## config.mk

```make
export PLATFORM = sky130hd
export DESIGN_NAME = fetch_stage
export DESIGN_NICKNAME = d
export VERILOG_FILES = /design/src/rtl/fetch_stage.sv
export SDC_FILE = /design/constraint.sdc
export NUM_CORES = 1
export LEC_CHECK = 0
export CAP_MARGIN = 5
export CELL_PAD_IN_SITES_DETAIL_PLACEMENT = 1
export CELL_PAD_IN_SITES_GLOBAL_PLACEMENT = 2
export CORE_ASPECT_RATIO = 1.25
export CORE_MARGIN = 4
export CORE_UTILIZATION = 31
export DETAILED_ROUTE_END_ITERATION = 16
export PLACE_DENSITY_LB_ADDON = 0.1
export RECOVER_POWER = 100
export SYNTH_ARGS = -nofsm -noshare
export SYNTH_HDL_FRONTEND = slang
export SYNTH_SLANG_ARGS = --single-unit
```

## constraint.sdc

```tcl
create_clock -name clk -period 7 [get_ports clk]
set_input_delay 2.1 -clock clk [delete_from_list [all_inputs] [get_ports clk]]
set_output_delay 2.1 -clock clk [all_outputs]
set_load 0.1 [all_outputs]
```

## src/rtl/fetch_stage.sv

```systemverilog
// fetch_stage -- instruction fetch (F) stage and IF/ID pipeline register.
//
// The block holds the fetch PC, selects the next PC and registers the fetched
// instruction for decode. Redirects are decoded in D. There is no F/D flush:
// the instruction already in F is the delay slot and always enters D.
//
// Parameters
//   RESET_PC  first fetch address after reset
//   IM_WORDS  instruction-memory depth in 32-bit words
//
// Ports
//   clk        clock; all state changes on the rising edge
//   reset      synchronous, active-high; overrides stall and npc_sel
//   stall      holds F_PC and the IF/ID register
//   npc_sel    next-PC source: 0 sequential, 1 branch, 2 j/jal, 3 jr/jalr
//   rs_val     forwarded GPR[rs], the jr/jalr target
//   F_PC       current fetch address, driven to instruction memory
//   IM_Instr   instruction returned combinationally for F_PC
//   D_Instr    instruction presented to decode
//   D_PC       address of D_Instr
//   D_PC8      D_PC + 8, the jal/jalr link value
//   fetch_err  sticky bad-fetch flag
//
// Optional feature: define FETCH_ADDR_CHK_EN to check each fetch address.
// A fetch is bad if it is misaligned or outside
// [RESET_PC, RESET_PC + 4*IM_WORDS). A bad fetch enters decode as a nop and
// sets fetch_err, which stays set until reset. Without the macro, fetch_err
// is tied to 0 and IM_Instr passes to decode unchanged.

module fetch_stage #(
  parameter logic [31:0] RESET_PC = 32'h0000_3000,
  parameter int          IM_WORDS = 4096
) (
  input  logic        clk,
  input  logic        reset,
  input  logic        stall,
  input  logic [1:0]  npc_sel,
  input  logic [31:0] rs_val,
  output logic [31:0] F_PC,
  input  logic [31:0] IM_Instr,
  output logic [31:0] D_Instr,
  output logic [31:0] D_PC,
  output logic [31:0] D_PC8,
  output logic        fetch_err
);

  localparam logic [1:0] NPC_SEQ = 2'd0;
  localparam logic [1:0] NPC_BR  = 2'd1;
  localparam logic [1:0] NPC_J   = 2'd2;
  localparam logic [1:0] NPC_JR  = 2'd3;

  logic        [31:0] pc_p0;
  logic        [31:0] npc_p0;
  logic        [31:0] instr_p0;
  logic signed [31:0] br_off_p0;

  logic        [31:0] instr_p1;
  logic        [31:0] pc_p1;
  logic        [31:0] pc8_p1;

  // Branch offset: sign-extended 16-bit immediate scaled to bytes.
  function automatic logic signed [31:0] branch_offset(input logic [15:0] imm);
    logic signed [31:0] ext;
    ext = {{16{imm[15]}}, imm};
    return ext <<< 2;
  endfunction

  assign br_off_p0 = branch_offset(instr_p1[15:0]);

  // Redirect targets use the instruction sitting in D, so a redirect takes
  // effect on the fetch after the delay slot already in F.
  always_comb begin
    npc_p0 = pc_p0 + 32'd4;
    unique case (npc_sel)
      NPC_SEQ: npc_p0 = pc_p0 + 32'd4;
      NPC_BR:  npc_p0 = pc_p1 + 32'd4 + $unsigned(br_off_p0);
      NPC_J:   npc_p0 = {pc_p1[31:28], instr_p1[25:0], 2'b00};
      NPC_JR:  npc_p0 = rs_val;
      default: npc_p0 = pc_p0 + 32'd4;
    endcase
  end

`ifdef FETCH_ADDR_CHK_EN
  // Upper bound kept at 33 bits so a region ending at 2^32 does not wrap.
  localparam logic [32:0] PC_LIMIT = {1'b0, RESET_PC} + 33'(4 * IM_WORDS);

  logic bad_p0;
  logic err_p1;

  assign bad_p0 = (pc_p0[1:0] != 2'b00) ||
                  (pc_p0 < RESET_PC) ||
                  ({1'b0, pc_p0} >= PC_LIMIT);

  assign instr_p0 = bad_p0 ? 32'h0000_0000 : IM_Instr;

  always_ff @(posedge clk) begin
    if (reset) begin
      err_p1 <= 1'b0;
    end else if (!stall && bad_p0) begin
      err_p1 <= 1'b1;
    end
  end

  assign fetch_err = err_p1;
`else
  assign instr_p0  = IM_Instr;
  assign fetch_err = 1'b0;
`endif

  // ---- F stage: fetch PC register ----
  always_ff @(posedge clk) begin
    if (reset) begin
      pc_p0 <= RESET_PC;
    end else if (!stall) begin
      pc_p0 <= npc_p0;
    end
  end

  // ---- IF/ID boundary: decode-side registers ----
  always_ff @(posedge clk) begin
    if (reset) begin
      instr_p1 <= 32'h0000_0000;
      pc_p1    <= 32'h0000_0000;
      pc8_p1   <= 32'h0000_0000;
    end else if (!stall) begin
      instr_p1 <= instr_p0;
      pc_p1    <= pc_p0;
      pc8_p1   <= pc_p0 + 32'd8;
    end
  end

  assign F_PC    = pc_p0;
  assign D_Instr = instr_p1;
  assign D_PC    = pc_p1;
  assign D_PC8   = pc8_p1;

endmodule
```

==> results by group, run 1 <==
Outcome
  – Status: finished with violations
  – Failing checks: capacitance limit, slew limit

STA
  – Final setup violation count: 0
  – Final Critical Period: 5140 ps
  – Peak Freq: 194 MHz
  – Tcrit/Tclk final: 73.5%
  – Final Hold Viols: 0
  – Final setup TNS: 0 ps
  – Unrepaired setup endpoints after global routing: no
  – Layout Skew: 10.4 ps
  – Count of final max-slew check failures: 56
  – Slew headroom: -30.5%
  – Slew @ Worst Pin: 1960 ps

Synthesis
  – Top_reg_cell synth: dfxtp_1
  – Ys async rst share: 0%
  – Mapped cell area: 7920 um^2
  – EDFF count, synth: 0
  – Count of cell types in the netlist: 66
  – Post-synthesis sequential area ratio: 31.6%
  – Avg Inst Size Synth: 8.02 um^2
  – Top cell type's share of synthesized area: 31.6%
  – Yosys warnings: 0
  – Syn nets: 1,116
  – Gate Count Post-Synth: 987
  – Synthesized flop and latch total: 125
  – Largest area contributor in the netlist: dfxtp_1
  – Area contributors post-synth: dfxtp_1 32%, ha_1 9.3%, mux2i_1 8.7%

CTS
  – Total CTS buffers: 17
  – Post-CTS sizing: 0
  – Root buffer cell: clkbuf_16
  – Clk slew on worst S/H paths: 60 ps
  – Postcts setup bufs: 0
  – CTS Hold Bufs: 0
  – TritonCTS Sinks: 125
  – H-tree depth: 4
  – Max clock buf depth: 2
  – CTS tree: yes
  – Skew-Pair Late Insertion Delay: 430 ps

Critical path
  – Worst setup endpoint: F_PC[22]
  – Worst Path Buf+Inv: 3
  – Max incr delay on CP: 1420 ps
  – CP Capture Type: flip-flop
  – Crit path DAT: 5470 ps
  – Register-to-Register Setup Slack: 3430 ps
  – Worst Path Required: 7330 ps
  – R2R depth: 15
  – Critical path class: in -> reg
  – CP startpoint kind: input port
  – Reg-to-Reg End: F_PC[31]
  – Crit path max-delay family: buffers and inverters
  – CP max-delay cell: clkbuf_1
  – Most frequent CP cell: clkbuf_1
  – Worst path cell trace: dlygate4sd3_1, clkbuf_1, nor2_1, clkbuf_1, a21oi_1, o221ai_1, a221oi_1
  – Reg-to-Reg Start: D_Instr[0]
  – Crit-path max FO: 30
  – Critical path depth: 7
  – Setup crit start: npc_sel[0]

Pwr
  – Max IR drop VDD: 0.159 mV
  – Leak: 4.74 nW
  – PwrDens: 223 nW/um^2

Detailed routing
  – Via count: 7,994
  – Initial drt markers: 377
  – Vias/cell: 5.37
  – Routed wire length: 31.3 mm
  – Drt drc: 0
  – DRT Pass-1 Iters: 5
  – Routed Antenna Nets: 0
  – Avg WL per Cell: 21.0 um

Finish
  – Finished Layout Cells: 1,488
  – Synth-to-Final Area Change: 34.3%
  – Final Cell Area: 10,600 um^2
  – Share of cells above drive strength 1: 4.94%
  – Commonest non-fill, non-tap cell in the layout: nor2_1
  – Fillcell total: 3,006
  – # diodes: 0
  – Most frequent cells in the layout: 162 x nor2_1, 129 x dlygate4sd3_1, 125 x dfxtp_1
  – NumNets Final: 1,269

Placed design
  – Post-DP HPWL: 23.1 mm
  – Post-Place Cells: 1,456
  – Area post-placement: 10,100 um^2
  – PortBufs: 196
  – GPL Wtd Cong: 0.828

Global route
  – First-pass GRT wire length: 47.9 mm
  – Grt ovf: 0
  – Largest net degree at the start of global routing: 136
  – Initial antenna violation count: 0
  – Vias in the first global route: 8,133
  – Gr usage total: 22.0%

Floorplan
  – Die width: 151 um
  – IO Count: 198
  – DIE HEIGHT: 187 um
  – Initial Util: 31.4%
  – Core Box Area: 25,200 um^2
  – Rows: 65
  – Total die area: 28,200 um^2

Job
  – Max-cap violations: 2

Min path
  – Worst min-delay path category: reg -> reg
-- cell type report --
class	count	area (um^2)	share of cell area (%)
clock buffer	18	439	4.13
clock inverter	14	131	1.24
inverter	26	97.6	0.918
multi-input combinational	765	5030	47.3
sequential	125	2500	23.5
tap	335	419	3.94
timing repair buffer	205	2020	19.0
-- synthesized netlist by cell type (5+ instances only) --
master    count
clkbuf_1     49
o21a_1        6
inv_1        25
dfxtp_1     125
a21oi_1      92
nand4_1      13
and3_1       14
a21o_1       17
or3_1         6
mux4_2        6
mux2i_1      69
a211oi_1      5
nor2_1      162
o22ai_1       7
xnor2_1      31
nor3_1       16
nand3_1      29
o21ai_0      46
a221oi_1      8
ha_1         59
xor2_1       17
buf_1        13
nand2_1      76
a31oi_1      15
and4_1        5
-- how the worst min path moves through the flow --
stage / startpoint / end / slack, ps / depth (start not counted)
3_3_place_gp: D_PC8[15] / D_PC8[15] / 450 / 2
4_1_cts: D_PC8[15] / D_PC8[15] / 470 / 2
6_report: D_PC8[15] / D_PC8[15] / 470 / 2
3_5_place_dp: D_PC8[15] / D_PC8[15] / 460 / 2
2_1_floorplan: D_PC8[11] / D_PC8[11] / 910 / 2
5_1_grt: D_PC8[15] / D_PC8[15] / 510 / 2
-- power by group --
part,internal [mW],leakage (nW),switching (mW)
Sequential,0.753,1.03,0.0623
Combinational,0.187,3.44,0.490
Clock,0.503,0.271,0.376
-- kinds of logic after synthesis --
| logic type | count (synthesis) | share of synthesized area (%) |
|---|---|---|
| buf+inv | 97 | 4.87 |
| compound gates | 239 | 19.0 |
| simple gates | 340 | 18.9 |
| fa+ha+maj | 60 | 9.58 |
| mux | 77 | 10.7 |
| xor+xnor | 48 | 5.31 |
| other cells | 1 | 0.0474 |
| flops | 125 | 31.6 |
-- tightest hold or removal path: stages (launching register included) --
cell,delay [ps]
dfxtp_1,310
nand2_1,60
a21oi_1,50
-- sequential cells by signal, indices dropped and copies added (netlist names) --
register / count
D_Instr: 32
D_PC: 32
D_PC8: 29
F_PC: 32
-- per-layer routing --
metal / track usage, % / vias up / share of wire, %
met3: 3.16 / 37 / 3.2
met5: 0 / - / 0
li1: - / 3832 / -
met2: 40.2 / 174 / 53
met1: 26.5 / 3951 / 42
met4: 5.65 / 0 / 1.8
-- through the flow --
step / power (mW) / worst slack (ps) / hold slack (ps) / util [%]
after global routing: 2.47 / 1570 / 507 / 42.2
after CTS: 2.42 / 2360 / 472 / 42.3
after floorplan: 1.32 / 3300 / 905 / -
after global placement: 1.53 / 2430 / 455 / 40.0
after detailed placement: 1.53 / 2350 / 463 / 40.0
final: 2.37 / 1860 / 469 / 42.2
(Power assumes the default switching activity.)
==> inputs of run 2 (changes only) <==
- CORE_UTILIZATION: 31 -> 29
- clock period: 7 -> 4.9 ns (I/O delays scaled with it)
==> results by group, run 2 (synthesized netlist as in run 1, its figures left out) <==
Outcome
  – Status: finished with violations
  – Failing checks: capacitance limit, slew limit

Detailed routing
  – Routed Antenna Nets: 0 (unchanged)
  – Routed wire length: 32.0 mm (+2.5%)
  – DR WL met2: 16.8 mm (+1.3%)
  – DRT Pass-1 Iters: 5 (unchanged)
  – DR WL met3: 1.22 mm (+21%)
  – Vias/cell: 5.27 (-1.9%)
  – Highest metal used: met4
  – Avg WL per Cell: 21.2 um (+0.91%)
  – Drt drc: 0 (unchanged)
  – Via count: 7,961 (-0.41%)
  – Initial drt markers: 398 (+5.6%)
  – Metal-1 WL: 13.5 mm (+3.7%)

CTS
  – CTS Hold Bufs: 0 (unchanged)
  – TritonCTS Sinks: 125 (unchanged)
  – Post-CTS sizing: 0 (unchanged)
  – H-tree depth: 4 (unchanged)
  – Skew-Pair Late Insertion Delay: 440 ps (about the same)
  – Clk slew on worst S/H paths: 60 ps (about the same)
  – CTS tree: yes
  – Root buffer cell: clkbuf_16
  – Postcts setup bufs: 0 (unchanged)
  – Total CTS buffers: 17 (unchanged)
  – Max clock buf depth: 2 (unchanged)

Min path
  – Worst min-delay path category: reg -> reg
  – Hold path depth: 2 (unchanged)
  – Hold Path Sink: D_PC8[15]
  – Hold Crit Start: D_PC8[15]

STA
  – Tcrit/Tclk final: 79.6%
  – Final setup violation count: 0 (unchanged)
  – Final Hold Viols: 0 (unchanged)
  – Count of final max-slew check failures: 150 (+170%)
  – Final setup TNS: 0 ps (unchanged)
  – Final worst setup slack: 1000 ps (-857 ps)
  – Final Critical Period: 3900 ps
  – Slew headroom: -14.1% (+16 points)
  – Slew @ Worst Pin: 1710 ps (-245 ps)
  – Peak Freq: 256 MHz
  – Layout Skew: 12.5 ps (+2.12 ps)
  – Unrepaired setup endpoints after global routing: no

Global route
  – Largest net degree at the start of global routing: 76 (-44%)
  – Vias in the first global route: 8,195 (+0.76%)
  – Initial antenna violation count: 0 (unchanged)
  – Gr usage total: 21.2% (-0.73 points)
  – Grt ovf: 0 (unchanged)
  – First-pass GRT wire length: 48.9 mm (+2.2%)

Finish
  – Synth-to-Final Area Change: 36.2%
  – Commonest non-fill, non-tap cell in the layout: nor2_1
  – NumNets Final: 1,282 (+1.0%)
  – Footprint of the multi-input gates: 5020 um^2 (-0.12%)
  – Fillcell total: 3,197 (+6.4%)
  – Most frequent cells in the layout: 162 x nor2_1, 129 x dlygate4sd3_1, 125 x dfxtp_1
  – # diodes: 0 (unchanged)
  – Share of cells above drive strength 1: 5.92% (+0.97 points)
  – Storage element area: 2500 um^2 (unchanged)

Pwr
  – Max IR drop VDD: 0.211 mV (+32%)
  – Leak: 4.83 nW (+2.0%)
  – PwrDens: 326 nW/um^2 (+46%)

Placed design
  – Post-DP HPWL: 24.2 mm (+4.8%)
  – Post-Place Worst Slack: 1090 ps (-1260 ps)
  – GPL Wtd Cong: 0.856 (+3.3%)
  – PortBufs: 196 (unchanged)

Critical path
  – Worst Path Required: 5230 ps (-2100 ps)
  – Critical path class: in -> reg
  – CP startpoint kind: input port
  – Reg-to-Reg Start: D_Instr[0]
  – Reg-to-Reg End: F_PC[31]
  – CP Capture Type: flip-flop
  – Register-to-Register Setup Slack: 1370 ps (-2060 ps)
  – R2R depth: 15 (unchanged)
  – Crit-path max FO: 73 (+140%)
  – Crit path DAT: 4230 ps (-1240 ps)

Floorplan
  – Rows: 67 (+3.1%)
  – Die width: 156 um (+3.2%)
  – DIE HEIGHT: 193 um (+3.2%)
  – Initial Util: 29.5% (-1.9 points)
  – IO Count: 198 (unchanged)
  – Core Box Area: 26,800 um^2 (+6.4%)
  – Total die area: 30,000 um^2 (+6.6%)

Job
  – Max-cap violations: 2 (unchanged)
[run 2: worst max-delay path, stage by stage]
cell,delay [ps]
clkbuf_2,780
clkbuf_2,1370
a211oi_1,190
a32o_1,310
[run 2: where the power goes]
part           switching, mW  total, mW  internal [mW]
Clock                  0.509       1.37          0.864
Sequential            0.0754       1.15           1.08
Combinational          0.717      0.994          0.276
Total                   1.30       3.52           2.22
[run 2: worst max-delay path by stage]
stage                            from          end  slack, ps  cells past startpoint
after floorplan           D_Instr[15]     F_PC[28]       1200                     12
after global placement     npc_sel[0]     F_PC[16]       1120                      6
after detailed placement   npc_sel[0]     F_PC[16]       1090                      6
after CTS                 D_Instr[15]  D_Instr[15]       1100                      1
after global routing            reset     F_PC[26]        720                      4
final                           reset     F_PC[26]       1000                      4
[run 2: final cells by class]
cell class | count | area share (%)
Timing Repair Buffer | 218 | 19.6
Sequential cell | 125 | 23.2
Clock buffer | 22 | 4.21
Inverter | 26 | 0.905
Tap cell | 345 | 4.00
Multi-Input combinational cell | 765 | 46.6
Clock inverter | 10 | 1.52
[run 2: per-stage QoR]
| stage | std cells | util [%] | area (um^2) | power, mW | hold WS, ps |
|---|---|---|---|---|---|
| floorplan | 987 | - | 7920 | 1.88 | 905 |
| global placement | 1479 | 38.0 | 10200 | 2.19 | 452 |
| detailed placement | 1479 | 38.0 | 10200 | 2.20 | 456 |
| CTS | 1511 | 40.3 | 10800 | 3.58 | 465 |
| global route | 1511 | 40.2 | 10800 | 3.65 | 494 |
| finish | 1511 | 40.2 | 10800 | 3.52 | 460 |
[run 2: metal layers]
layer / vias to the layer above / track usage (%)
li1: 3856 / -
met1: 3907 / 25.7
met2: 173 / 39.0
met3: 25 / 3.54
met4: 0 / 5.19
met5: - / 0
==> inputs of run 3 (changes only) <==
- clock period: 4.9 -> 3.89 ns (I/O delays scaled with it)
==> results by group, run 3 (synthesized netlist as in run 1, its figures left out) <==
Floorplan
  – Initial Util: 29.5% (unchanged)
  – Core Box Area: 26,800 um^2 (unchanged)
  – DIE HEIGHT: 193 um (unchanged)
  – IO Count: 198 (unchanged)
  – Total die area: 30,000 um^2 (unchanged)
  – Die width: 156 um (unchanged)
  – Rows: 67 (unchanged)

Detailed routing
  – Drt drc: 0 (unchanged)
  – Routed wire length: 32.0 mm (-0.25%)
  – DRT Pass-1 Iters: 4 (-1)
  – Vias/cell: 5.21 (-1.1%)
  – Initial drt markers: 303 (-24%)
  – Routed Antenna Nets: 0 (unchanged)
  – Avg WL per Cell: 21.1 um (-0.38%)
  – Via count: 7,885 (-0.95%)

Placed design
  – Post-DP HPWL: 24.1 mm (-0.27%)
  – PortBufs: 196 (unchanged)
  – GPL Wtd Cong: 0.821 (-4.1%)

Global route
  – Gr usage total: 21.2% (-0.082 points)
  – Grt ovf: 0 (unchanged)
  – Vias in the first global route: 8,297 (+1.2%)
  – First-pass GRT wire length: 48.9 mm (about the same)
  – Largest net degree at the start of global routing: 119 (+57%)
  – Initial antenna violation count: 0 (unchanged)

Pwr
  – Leak: 4.24 nW (-12%)
  – Final Power: 4.41 mW (+25%)
  – PwrDens: 438 nW/um^2 (+34%)
  – Max IR drop VDD: 0.259 mV (+23%)

CTS
  – TritonCTS Sinks: 125 (unchanged)
  – Post-CTS sizing: 0 (unchanged)
  – Clk slew on worst S/H paths: 60 ps (about the same)
  – H-tree depth: 4 (unchanged)
  – CTS tree: yes
  – Skew-Pair Late Insertion Delay: 440 ps (about the same)
  – Max clock buf depth: 2 (unchanged)
  – Total CTS buffers: 17 (unchanged)
  – CTS Hold Bufs: 0 (unchanged)
  – Postcts setup bufs: 0 (unchanged)
  – Root buffer cell: clkbuf_16

Critical path
  – CP max-delay cell: buf_2
  – Crit path DAT: 3830 ps (-400 ps)
  – CP startpoint kind: input port
  – Reg-to-Reg Start: D_Instr[15]
  – Max incr delay on CP: 1680 ps (+310 ps)
  – Worst Path Buf+Inv: 2 (unchanged)
  – Worst Path Required: 4200 ps (-1030 ps)
  – Worst path cell trace: buf_4, buf_2, a21oi_1, and4_1, mux2i_1, o21ai_0
  – Crit path max-delay family: buffers and inverters
  – CP Capture Type: flip-flop
  – R2R depth: 11 (-4)
  – Crit-path max FO: 118 (+62%)
  – Reg-to-Reg End: F_PC[30]
  – Critical path class: in -> reg
  – Register-to-Register Setup Slack: 410 ps (-960 ps)

STA
  – Unrepaired setup endpoints after global routing: no
  – Count of final max-slew check failures: 119 (-21%)
  – Final Critical Period: 3520 ps
  – Final setup violation count: 0 (unchanged)
  – Slew @ Worst Pin: 2450 ps (+734 ps)
  – Tcrit/Tclk final: 90.5%
  – Peak Freq: 284 MHz
  – Slew headroom: -63.1% (-49 points)
  – Final setup TNS: 0 ps (unchanged)
  – Final Hold Viols: 0 (unchanged)
  – Layout Skew: 13.1 ps (+0.627 ps)

Finish
  – NumNets Final: 1,285 (+0.23%)
  – Synth-to-Final Area Change: 27.1%
  – Most frequent cells in the layout: 162 x nor2_1, 125 x dfxtp_1, 124 x clkbuf_1
  – # diodes: 0 (unchanged)
  – Fillcell total: 3,245 (+1.5%)
  – Commonest non-fill, non-tap cell in the layout: nor2_1
  – Share of cells above drive strength 1: 6.16% (+0.25 points)

Outcome
  – Status: finished with violations
  – Failing checks: capacitance limit, slew limit

Min path
  – Worst min-delay path category: reg -> reg
  – Hold Path Sink: D_PC8[15]
  – Hold Crit Start: D_PC8[15]
  – Hold path depth: 2 (unchanged)

Job
  – Max-cap violations: 1 (-1)
[run 3: cell types whose count changed in the layout (fill, tap and decap cells not counted), moves of 2 or more]
cell,previous run,this run
dlygate4sd3_1,129,7
clkbuf_1,4,124
clkinvlp_4,4,0
buf_4,19,22
clkinv_2,1,3
clkinv_4,1,3
[run 3: tightest hold or removal path, delay by kind of cell, from the launching register on]
family	cells	cell delay, ps
AND/OR/NAND/NOR	1	60
AO/OA/AOI/OAI	1	50
flip-flops	1	310
[run 3: how the worst max path moves through the flow]
stage | from | end | cells past startpoint
6_report | reset | F_PC[31] | 6
5_1_grt | D_Instr[15] | F_PC[30] | 12
4_1_cts | D_PC[2] | F_PC[31] | 15
3_5_place_dp | D_PC[2] | F_PC[31] | 15
3_3_place_gp | D_PC[2] | F_PC[31] | 15
2_1_floorplan | D_Instr[15] | F_PC[28] | 12
[run 3: layout make-up]
class	count	area (um^2)	share of cell area, %
flip-flops and latches	125	2500	24.9
well taps	345	432	4.29
repair buffers	221	1370	13.6
clock buffers	20	447	4.44
clock inverters	11	191	1.90
multi-input cells	765	5020	49.9
inverters	26	97.6	0.970
[run 3: per-stage QoR]
step	util, %	hold WS, ps	instances	setup slack [ps]	area (um^2)
floorplan	-	905	987	189	7920
finish	37.5	466	1513	368	10100
global route	37.5	478	1513	141	10100
CTS	39.3	472	1513	474	10500
detailed placement	36.9	465	1482	521	9910
global placement	36.9	451	1482	579	9910
[run 3: power breakdown]
part	internal (mW)	leakage (nW)	switching (mW)	total (mW)
combinational	0.288	2.90	0.894	1.18
clock	1.15	0.314	0.618	1.77
sequential	1.36	1.03	0.107	1.46
total	2.79	4.24	1.62	4.41
[run 3: routing by layer]
metal / track usage (%) / wire length [um] / vias up
li1: - / - / 3856
met1: 24.9 / 13500 / 3851
met2: 39.7 / 16900 / 155
met3: 3.30 / 1110 / 23
met4: 5.46 / 421 / 0
met5: 0 / 0 / -
